$ cat src/rtl/axi4_feeder_pkg.sv
// Shared definitions for the AXI4 write feeder: FSM states, request/response
// bit positions and the words-per-beat helper.
package axi4_feeder_pkg;

    typedef enum logic [0:0] {
        IDLE = 1'b0,
        REQ  = 1'b1
    } feeder_state_e;

    localparam int unsigned WR_IDX = 0;
    localparam int unsigned RD_IDX = 1;

    function automatic int unsigned words_per_beat(input int unsigned data_width,
                                                   input int unsigned word_bytes);
        return data_width / (8 * word_bytes);
    endfunction

endpackage

$ cat src/rtl/fifo_v3.sv
// Synchronous FIFO with occupancy output, in the common_cells fifo_v3 port style.
// A push into a full FIFO is taken when a pop happens in the same cycle.
module fifo_v3 #(
    parameter int unsigned DATA_WIDTH = 32,
    parameter int unsigned DEPTH      = 8,
    localparam int unsigned ADDR_DEPTH = (DEPTH > 1) ? $clog2(DEPTH) : 1
) (
    input  logic                  clk_i,
    input  logic                  rst_ni,
    input  logic                  flush_i,
    output logic                  full_o,
    output logic                  empty_o,
    output logic [ADDR_DEPTH-1:0] usage_o,
    input  logic [DATA_WIDTH-1:0] data_i,
    input  logic                  push_i,
    output logic [DATA_WIDTH-1:0] data_o,
    input  logic                  pop_i
);

    localparam logic [ADDR_DEPTH:0]   FULL_CNT = (ADDR_DEPTH + 1)'(DEPTH);
    localparam logic [ADDR_DEPTH-1:0] LAST_PTR = ADDR_DEPTH'(DEPTH - 1);

    logic [ADDR_DEPTH-1:0] wr_ptr;
    logic [ADDR_DEPTH-1:0] rd_ptr;
    logic [ADDR_DEPTH:0]   status_cnt;
    logic [DATA_WIDTH-1:0] mem [DEPTH];
    logic                  do_push;
    logic                  do_pop;

    assign full_o  = (status_cnt == FULL_CNT);
    assign empty_o = (status_cnt == '0);
    assign usage_o = status_cnt[ADDR_DEPTH-1:0];
    assign data_o  = mem[rd_ptr];
    assign do_pop  = pop_i && !empty_o;
    assign do_push = push_i && (!full_o || do_pop);

    always_ff @(posedge clk_i or negedge rst_ni) begin
        if (!rst_ni) begin
            wr_ptr     <= '0;
            rd_ptr     <= '0;
            status_cnt <= '0;
        end else if (flush_i) begin
            wr_ptr     <= '0;
            rd_ptr     <= '0;
            status_cnt <= '0;
        end else begin
            if (do_push) begin
                wr_ptr <= (wr_ptr == LAST_PTR) ? '0 : wr_ptr + 1'b1;
            end
            if (do_pop) begin
                rd_ptr <= (rd_ptr == LAST_PTR) ? '0 : rd_ptr + 1'b1;
            end
            if (do_push && !do_pop) begin
                status_cnt <= status_cnt + 1'b1;
            end else if (do_pop && !do_push) begin
                status_cnt <= status_cnt - 1'b1;
            end
        end
    end

    // Storage is left unreset; consumers qualify the head with empty_o.
    always_ff @(posedge clk_i) begin
        if (do_push) begin
            mem[wr_ptr] <= data_i;
        end
    end

endmodule

$ cat src/rtl/axi4_wr_feeder.sv
// Packs an input word stream into AXI beats, buffers them and hands bursts
// to axi4_mgr with an incrementing, wrapping write address.
module axi4_wr_feeder
    import axi4_feeder_pkg::*;
#(
    parameter int unsigned AXI_ADDR_WIDTH   = 32,
    parameter int unsigned AXI_DATA_WIDTH   = 64,
    parameter int unsigned WORD_SIZE_BYTES  = 4,
    parameter int unsigned DATA_COUNT_WIDTH = 8,
    parameter int unsigned FIFO_DEPTH       = 16,
    parameter int unsigned BURST_LEN        = 4,
    parameter int unsigned BASE_ADDR        = 'h5000,
    parameter int unsigned ADDR_SPAN        = 'h1000
) (
    input  logic                          clk_i,
    input  logic                          rstn_i,
    input  logic                          word_valid_i,
    output logic                          word_ready_o,
    input  logic [8*WORD_SIZE_BYTES-1:0]  word_i,
    input  logic                          flush_i,
    output logic [1:0]                    req_o,
    input  logic [1:0]                    rsp_i,
    input  logic [1:0]                    wr_err_i,
    output logic [AXI_ADDR_WIDTH-1:0]     mgr_wr_addr_o,
    output logic [DATA_COUNT_WIDTH-1:0]   wr_data_count_o,
    output logic [AXI_DATA_WIDTH-1:0]     mgr_data_o,
    input  logic                          beat_pop_i,
    output logic                          busy_o,
    output logic                          err_o
);

    localparam int unsigned WPB        = words_per_beat(AXI_DATA_WIDTH, WORD_SIZE_BYTES);
    localparam int unsigned WORD_W     = 8 * WORD_SIZE_BYTES;
    localparam int unsigned LANE_W     = (WPB > 1) ? $clog2(WPB) : 1;
    localparam int unsigned ADDR_DEPTH = (FIFO_DEPTH > 1) ? $clog2(FIFO_DEPTH) : 1;
    localparam int unsigned CNT_W      = $clog2(FIFO_DEPTH + 1);
    localparam int unsigned BEAT_BYTES = AXI_DATA_WIDTH / 8;
    localparam logic [AXI_ADDR_WIDTH-1:0] ADDR_BASE  = AXI_ADDR_WIDTH'(BASE_ADDR);
    localparam logic [AXI_ADDR_WIDTH-1:0] ADDR_LIMIT = AXI_ADDR_WIDTH'(BASE_ADDR + ADDR_SPAN);
    localparam logic [LANE_W-1:0]         LAST_LANE  = LANE_W'(WPB - 1);

    feeder_state_e               state;
    logic                        ready_en;
    logic [AXI_DATA_WIDTH-1:0]   pack_q;
    logic [AXI_DATA_WIDTH-1:0]   beat_d;
    logic [LANE_W-1:0]           lane_q;
    logic                        flush_pend;
    logic [AXI_ADDR_WIDTH-1:0]   cur_addr;
    logic [AXI_ADDR_WIDTH-1:0]   addr_sum;
    logic [AXI_ADDR_WIDTH-1:0]   addr_next;
    logic [DATA_COUNT_WIDTH-1:0] pop_cnt;
    logic [DATA_COUNT_WIDTH-1:0] pop_cnt_nxt;
    logic [DATA_COUNT_WIDTH-1:0] burst_n;
    logic                        fifo_full;
    logic                        fifo_empty;
    logic [ADDR_DEPTH-1:0]       fifo_usage;
    logic [CNT_W-1:0]            fifo_cnt;
    logic [AXI_DATA_WIDTH-1:0]   fifo_head;
    logic                        accept;
    logic                        pad_now;
    logic                        push;
    logic                        pop;
    logic                        bad_pop;
    logic                        start;
    logic                        rsp_err;
    logic                        unused_rsp_rd;

    assign unused_rsp_rd = rsp_i[RD_IDX];

    assign word_ready_o = ready_en && !fifo_full;
    assign accept       = word_valid_i && word_ready_o;
    assign pad_now      = flush_pend && (lane_q != '0) && !fifo_full;
    assign push         = (accept && (lane_q == LAST_LANE)) || pad_now;
    assign pop          = beat_pop_i && (state == REQ) && !fifo_empty;
    assign bad_pop      = beat_pop_i && !pop;

    assign fifo_cnt = fifo_full ? CNT_W'(FIFO_DEPTH) : CNT_W'(fifo_usage);
    assign burst_n  = (fifo_cnt >= CNT_W'(BURST_LEN)) ? DATA_COUNT_WIDTH'(BURST_LEN)
                                                      : DATA_COUNT_WIDTH'(fifo_cnt);
    assign start    = (state == IDLE) &&
                      ((fifo_cnt >= CNT_W'(BURST_LEN)) ||
                       (flush_pend && (lane_q == '0) && (fifo_cnt != '0)));

    assign pop_cnt_nxt = pop_cnt + DATA_COUNT_WIDTH'(pop);
    assign rsp_err     = (state == REQ) && rsp_i[WR_IDX] &&
                         ((wr_err_i != 2'b00) || (pop_cnt_nxt != wr_data_count_o));
    assign addr_sum    = cur_addr + AXI_ADDR_WIDTH'(wr_data_count_o) * AXI_ADDR_WIDTH'(BEAT_BYTES);
    assign addr_next   = (addr_sum >= ADDR_LIMIT) ? ADDR_BASE : addr_sum;

    assign req_o[WR_IDX] = (state == REQ);
    assign req_o[RD_IDX] = 1'b0;
    assign mgr_data_o    = fifo_empty ? '0 : fifo_head;
    assign busy_o        = (lane_q != '0) || !fifo_empty || (state != IDLE);

    // A word arriving with a pad push is merged into the padded beat, so the
    // packer never needs two FIFO slots in one cycle.
    always_comb begin
        beat_d = pack_q;
        if (accept) begin
            beat_d[lane_q*WORD_W +: WORD_W] = word_i;
        end
    end

    always_ff @(posedge clk_i or negedge rstn_i) begin
        if (!rstn_i) begin
            ready_en   <= 1'b0;
            pack_q     <= '0;
            lane_q     <= '0;
            flush_pend <= 1'b0;
        end else begin
            ready_en <= 1'b1;
            if (push) begin
                pack_q <= '0;
                lane_q <= '0;
            end else if (accept) begin
                pack_q <= beat_d;
                lane_q <= lane_q + 1'b1;
            end
            if (flush_i) begin
                flush_pend <= 1'b1;
            end else if ((state == IDLE) && (lane_q == '0) && fifo_empty) begin
                flush_pend <= 1'b0;
            end
        end
    end

    always_ff @(posedge clk_i or negedge rstn_i) begin
        if (!rstn_i) begin
            state           <= IDLE;
            pop_cnt         <= '0;
            wr_data_count_o <= '0;
            mgr_wr_addr_o   <= ADDR_BASE;
            cur_addr        <= ADDR_BASE;
        end else begin
            case (state)
                IDLE: begin
                    if (start) begin
                        state           <= REQ;
                        pop_cnt         <= '0;
                        wr_data_count_o <= burst_n;
                        mgr_wr_addr_o   <= cur_addr;
                    end
                end
                REQ: begin
                    pop_cnt <= pop_cnt_nxt;
                    if (rsp_i[WR_IDX]) begin
                        state    <= IDLE;
                        cur_addr <= addr_next;
                    end
                end
                default: state <= IDLE;
            endcase
        end
    end

    always_ff @(posedge clk_i or negedge rstn_i) begin
        if (!rstn_i) begin
            err_o <= 1'b0;
        end else if (bad_pop || rsp_err) begin
            err_o <= 1'b1;
        end
    end

    fifo_v3 #(
        .DATA_WIDTH (AXI_DATA_WIDTH),
        .DEPTH      (FIFO_DEPTH)
    ) u_beat_fifo (
        .clk_i   (clk_i),
        .rst_ni  (rstn_i),
        .flush_i (1'b0),
        .full_o  (fifo_full),
        .empty_o (fifo_empty),
        .usage_o (fifo_usage),
        .data_i  (beat_d),
        .push_i  (push),
        .data_o  (fifo_head),
        .pop_i   (pop)
    );

endmodule
$ cat config.mk
export PLATFORM = sky130hd
export DESIGN_NAME = axi4_wr_feeder
export DESIGN_NICKNAME = d
export VERILOG_FILES = /design/src/rtl/axi4_feeder_pkg.sv /design/src/rtl/fifo_v3.sv /design/src/rtl/axi4_wr_feeder.sv
export SDC_FILE = /design/constraint.sdc
export NUM_CORES = 1
export LEC_CHECK = 0
export BUFFER_PORTS_ARGS = -buffer_cell sky130_fd_sc_hd__clkbuf_2
export CORE_MARGIN = 2
export CORE_UTILIZATION = 38
export CTS_CLUSTER_DIAMETER = 50
export DETAILED_ROUTE_END_ITERATION = 10
export PLACE_DENSITY_LB_ADDON = 0.25
export REMOVE_ABC_BUFFERS = 1
export SLEW_MARGIN = 20
export SYNTH_ARGS = -nofsm -noshare
export SYNTH_HDL_FRONTEND = slang
export SYNTH_SLANG_ARGS = --single-unit
$ cat constraint.sdc
create_clock -name clk_i -period 13.6 [get_ports clk_i]
set_input_delay 0.68 -clock clk_i [delete_from_list [all_inputs] [get_ports clk_i]]
set_output_delay 0.68 -clock clk_i [all_outputs]
set_load 0.005 [all_outputs]
==> flow_metrics.py <==
metrics = {
    "run_status": {
        "status": "finished clean",
    },
    "layout": {
        "drive_above_1_share_pct": 34.3,
        "antennaDiodeCount": 0,
        "nets": 2423,
        "fillers": 10300,
        "area_growth_pct": 15.5,
    },
    "floorplan": {
        "die_area_mm2": 0.125,
        "num_io_pins": 150,
        "rows": 128,
        "fp.coreArea_mm2": 0.121,
        "die_h_um": 353,
        "dieWidth_um": 353,
        "initial_utilization_pct": 38.2,
    },
    "power": {
        "power_uw": 11300,
        "peakVddDrop_v": 0.000172,
        "powerDensity_mw_per_mm2": 212,
        "leakage_uw": 0.0180,
    },
    "sta": {
        "skew_ns": 0.0357,
        "slew_viol_final": 0,
        "period_share_pct": 39.3,
        "min_period_ns": 5.35,
        "maxSlewHeadroom_pct": 21.7,
        "rsz0062_at_grt": "no",
        "finalSetupViolCount": 0,
        "max_freq_mhz": 187,
        "hold_ws_ns": 0.0612,
        "worst_slew_pin_slew_ns": 1.18,
        "fin_setup_tns_ns": 0,
        "hold_violations": 0,
    },
    "setup_path": {
        "crit_required_ns": 12.92,
        "end_kind": "output pin",
        "arrival_ns": 4.67,
        "crit_type": "flip-flop to output pin",
        "worstSetupStartpointType": "flip-flop",
        "crit_fanout": 50,
    },
    "logic_synthesis": {
        "yosysMostFrequentCell": "edfxtp_1",
        "syn_inst": 2158,
        "syn_area_mm2": 0.0463,
        "synth-seq-cells": 1177,
        "yosys.area.top_type": "edfxtp_1",
        "synth_common_cells": "edfxtp_1 (1024), mux4_2 (320), dfrtp_1 (149)",
        "synth_edf_count": 1024,
        "synthTopCellsByArea": "edfxtp_1 (66%), mux4_2 (16%), dfrtp_1 (8.1%), mux2_2 (2.3%), and2_1 (1.1%)",
        "synth_top_area_share_pct": 66.5,
        "yosysWarnings": 0,
        "synth-seq-area-share_pct": 74.8,
        "async_flop_share_pct": 13.0,
        "ys.flop_type": "edfxtp_1",
        "synth.distinct_cells": 65,
        "syn_avg_cell_area_um2": 21.4,
    },
    "clock_network": {
        "cts_post_setup_buffers_inserted": 0,
        "hold_buffers": 0,
        "path_clk_slew_ns": 0.05,
        "clkLatencyLatePin_ns": 0.74,
        "tritoncts": "built",
        "cts_buffer_depth": 3,
        "numCtsBuffers": 131,
        "cts_sinks": 1177,
        "root_buffer": "clkbuf_16",
        "h-tree-depth": 4,
        "ctsResizeCount": 0,
    },
    "route": {
        "drtIter0Drc": 1874,
        "via_per_inst": 5.40,
        "drc": 0,
        "drt-wirelength-per-cell_um": 26.8,
        "postRouteAntennaNets": 0,
        "wl_um": 110000,
        "first_pass_iters": 5,
        "num_vias": 22100,
    },
    "placement": {
        "dp_hpwl_um": 54900,
        "place_congestion": 0.766,
        "portBuffers": 141,
    },
    "global_routing": {
        "antenna_found_initial": 5,
        "grt-ovfl-total": 0,
        "grt_max_degree": 165,
        "grt_usage_pct": 17.9,
        "grt_pass1_wl_um": 162000,
        "grt_pass1_vias": 23800,
    },
    "worst_hold_path": {
        "hold_path.class": "primary input to asynchronous set/reset pin",
    },
    "flow_run": {
        "cap_viol_max_count": 0,
    },
}
[sequential cells by signal, summed over array words and instances, names as in the netlist]
| signal | count |
|---|---|
| pop_cnt | 8 |
| ready_en | 1 |
| u_beat_fifo.status_cnt | 5 |
| cur_addr | 29 |
| u_beat_fifo.mem | 1024 |
| flush_pend | 1 |
| err_o | 1 |
| pack_q | 64 |
| u_beat_fifo.wr_ptr | 4 |
| wr_data_count_o | 5 |
| state | 1 |
| u_beat_fifo.rd_ptr | 4 |
| lane_q | 1 |
| mgr_wr_addr_o | 29 |
[per-stage QoR]
step / setup WS, ns / cell area [µm²] / utilization [%] / instances
floorplan: 1.86 / 45800 / - / 2040
global placement: 8.61 / 49100 / 40.5 / 3856
detailed placement: 8.57 / 49100 / 40.5 / 3856
CTS: 7.76 / 53400 / 44.1 / 4098
global route: 7.83 / 53400 / 44.1 / 4098
finish: 8.25 / 53400 / 44.1 / 4098
[critical path: stages (launching register included)]
cell      delay (ns)
dfrtp_4         0.91
buf_6           0.64
buf_4           0.78
mux4_2          0.59
mux4_2          0.57
and2_1          0.20
clkbuf_2        0.12
[cells in the final DEF, fill, tap and decap left out, drive strengths merged, types with 2 or more instances in the layout]
cell type	netlist	final
a211oi	11	11
a21o	12	12
a21oi	12	12
a22o	29	29
a311o	2	2
a311oi	3	3
a31oi	2	2
and2	84	84
and3	10	10
and4	2	2
buf	38	50
bufinv	0	9
clkbuf	86	317
clkinv	0	43
clkinvlp	0	4
conb	2	8
dfrtp	149	149
dfstp	4	4
edfxtp	1024	1024
fa	2	2
ha	16	16
inv	12	22
mux2	95	95
mux4	320	320
nand2	42	42
nand2b	4	4
nand3	17	17
nand4	14	14
nor2	32	32
nor2b	46	46
nor3	8	8
nor4	2	2
o211ai	2	2
o21ai	24	24
o41ai	2	2
or2	2	2
or3	7	7
or4	3	3
xnor2	14	14
xor2	9	9
[cell type report]
| class | instances | area [µm²] | share of cell area (%) |
|---|---|---|---|
| tap | 1625 | 2030 | 3.81 |
| inverter | 12 | 45.0 | 0.0843 |
| clock buffer | 176 | 3590 | 6.72 |
| multi-input combinational | 851 | 11300 | 21.1 |
| clock inverter | 66 | 747 | 1.40 |
| sequential | 1177 | 34600 | 64.8 |
| timing repair buffer | 191 | 1120 | 2.09 |
[report_power, final]
part	total, µW	switching [µW]	leakage [µW]	internal [µW]
clock network	3510	1450	0.00211	2050
registers	4690	225	0.0115	4460
logic	3150	1660	0.00446	1490
[path summary, 6_finish.rpt]
path / startpoint / slack (ns) / cells after the start / endpoint
max in group asynchronous: rstn_i / 11.98 / 2 / pack_q[51]
worst min-delay path: rstn_i / 0.06 / 1 / mgr_wr_addr_o[21]
worst max-delay path: u_beat_fifo.rd_ptr[0] / 8.25 / 6 / mgr_data_o[46]
min in group clk_i: flush_i / 0.19 / 2 / flush_pend
worst max register to register: u_beat_fifo.status_cnt[1] / 10.02 / 12 / u_beat_fifo.status_cnt[4]
worst min register to register: pack_q[37] / 0.49 / 1 / pack_q[37]
[cells by family (layout without fill, tap and decap cells)]
family,after synthesis,count (layout),share of synthesized area (%)
AND/OR/NAND/NOR,275,275,3.32
flip-flops,1177,1177,74.8
other,2,8,0.0162
buffers and inverters,136,445,1.18
multiplexers,416,416,17.9
XOR/XNOR,23,23,0.436
AO/OA/AOI/OAI,110,110,1.82
adder cells (fa/ha/maj),19,19,0.541
[layer usage]
metal  global-route usage [%]  wire length (µm)  vias up
li1                         -                 -     9302
met1                     24.5             47100    12000
met2                     29.1             53900      651
met3                     3.72              6490      182
met4                     5.18              2360        8
met5                        0                48        -
Note: power is estimated with default switching activity, not from simulation.
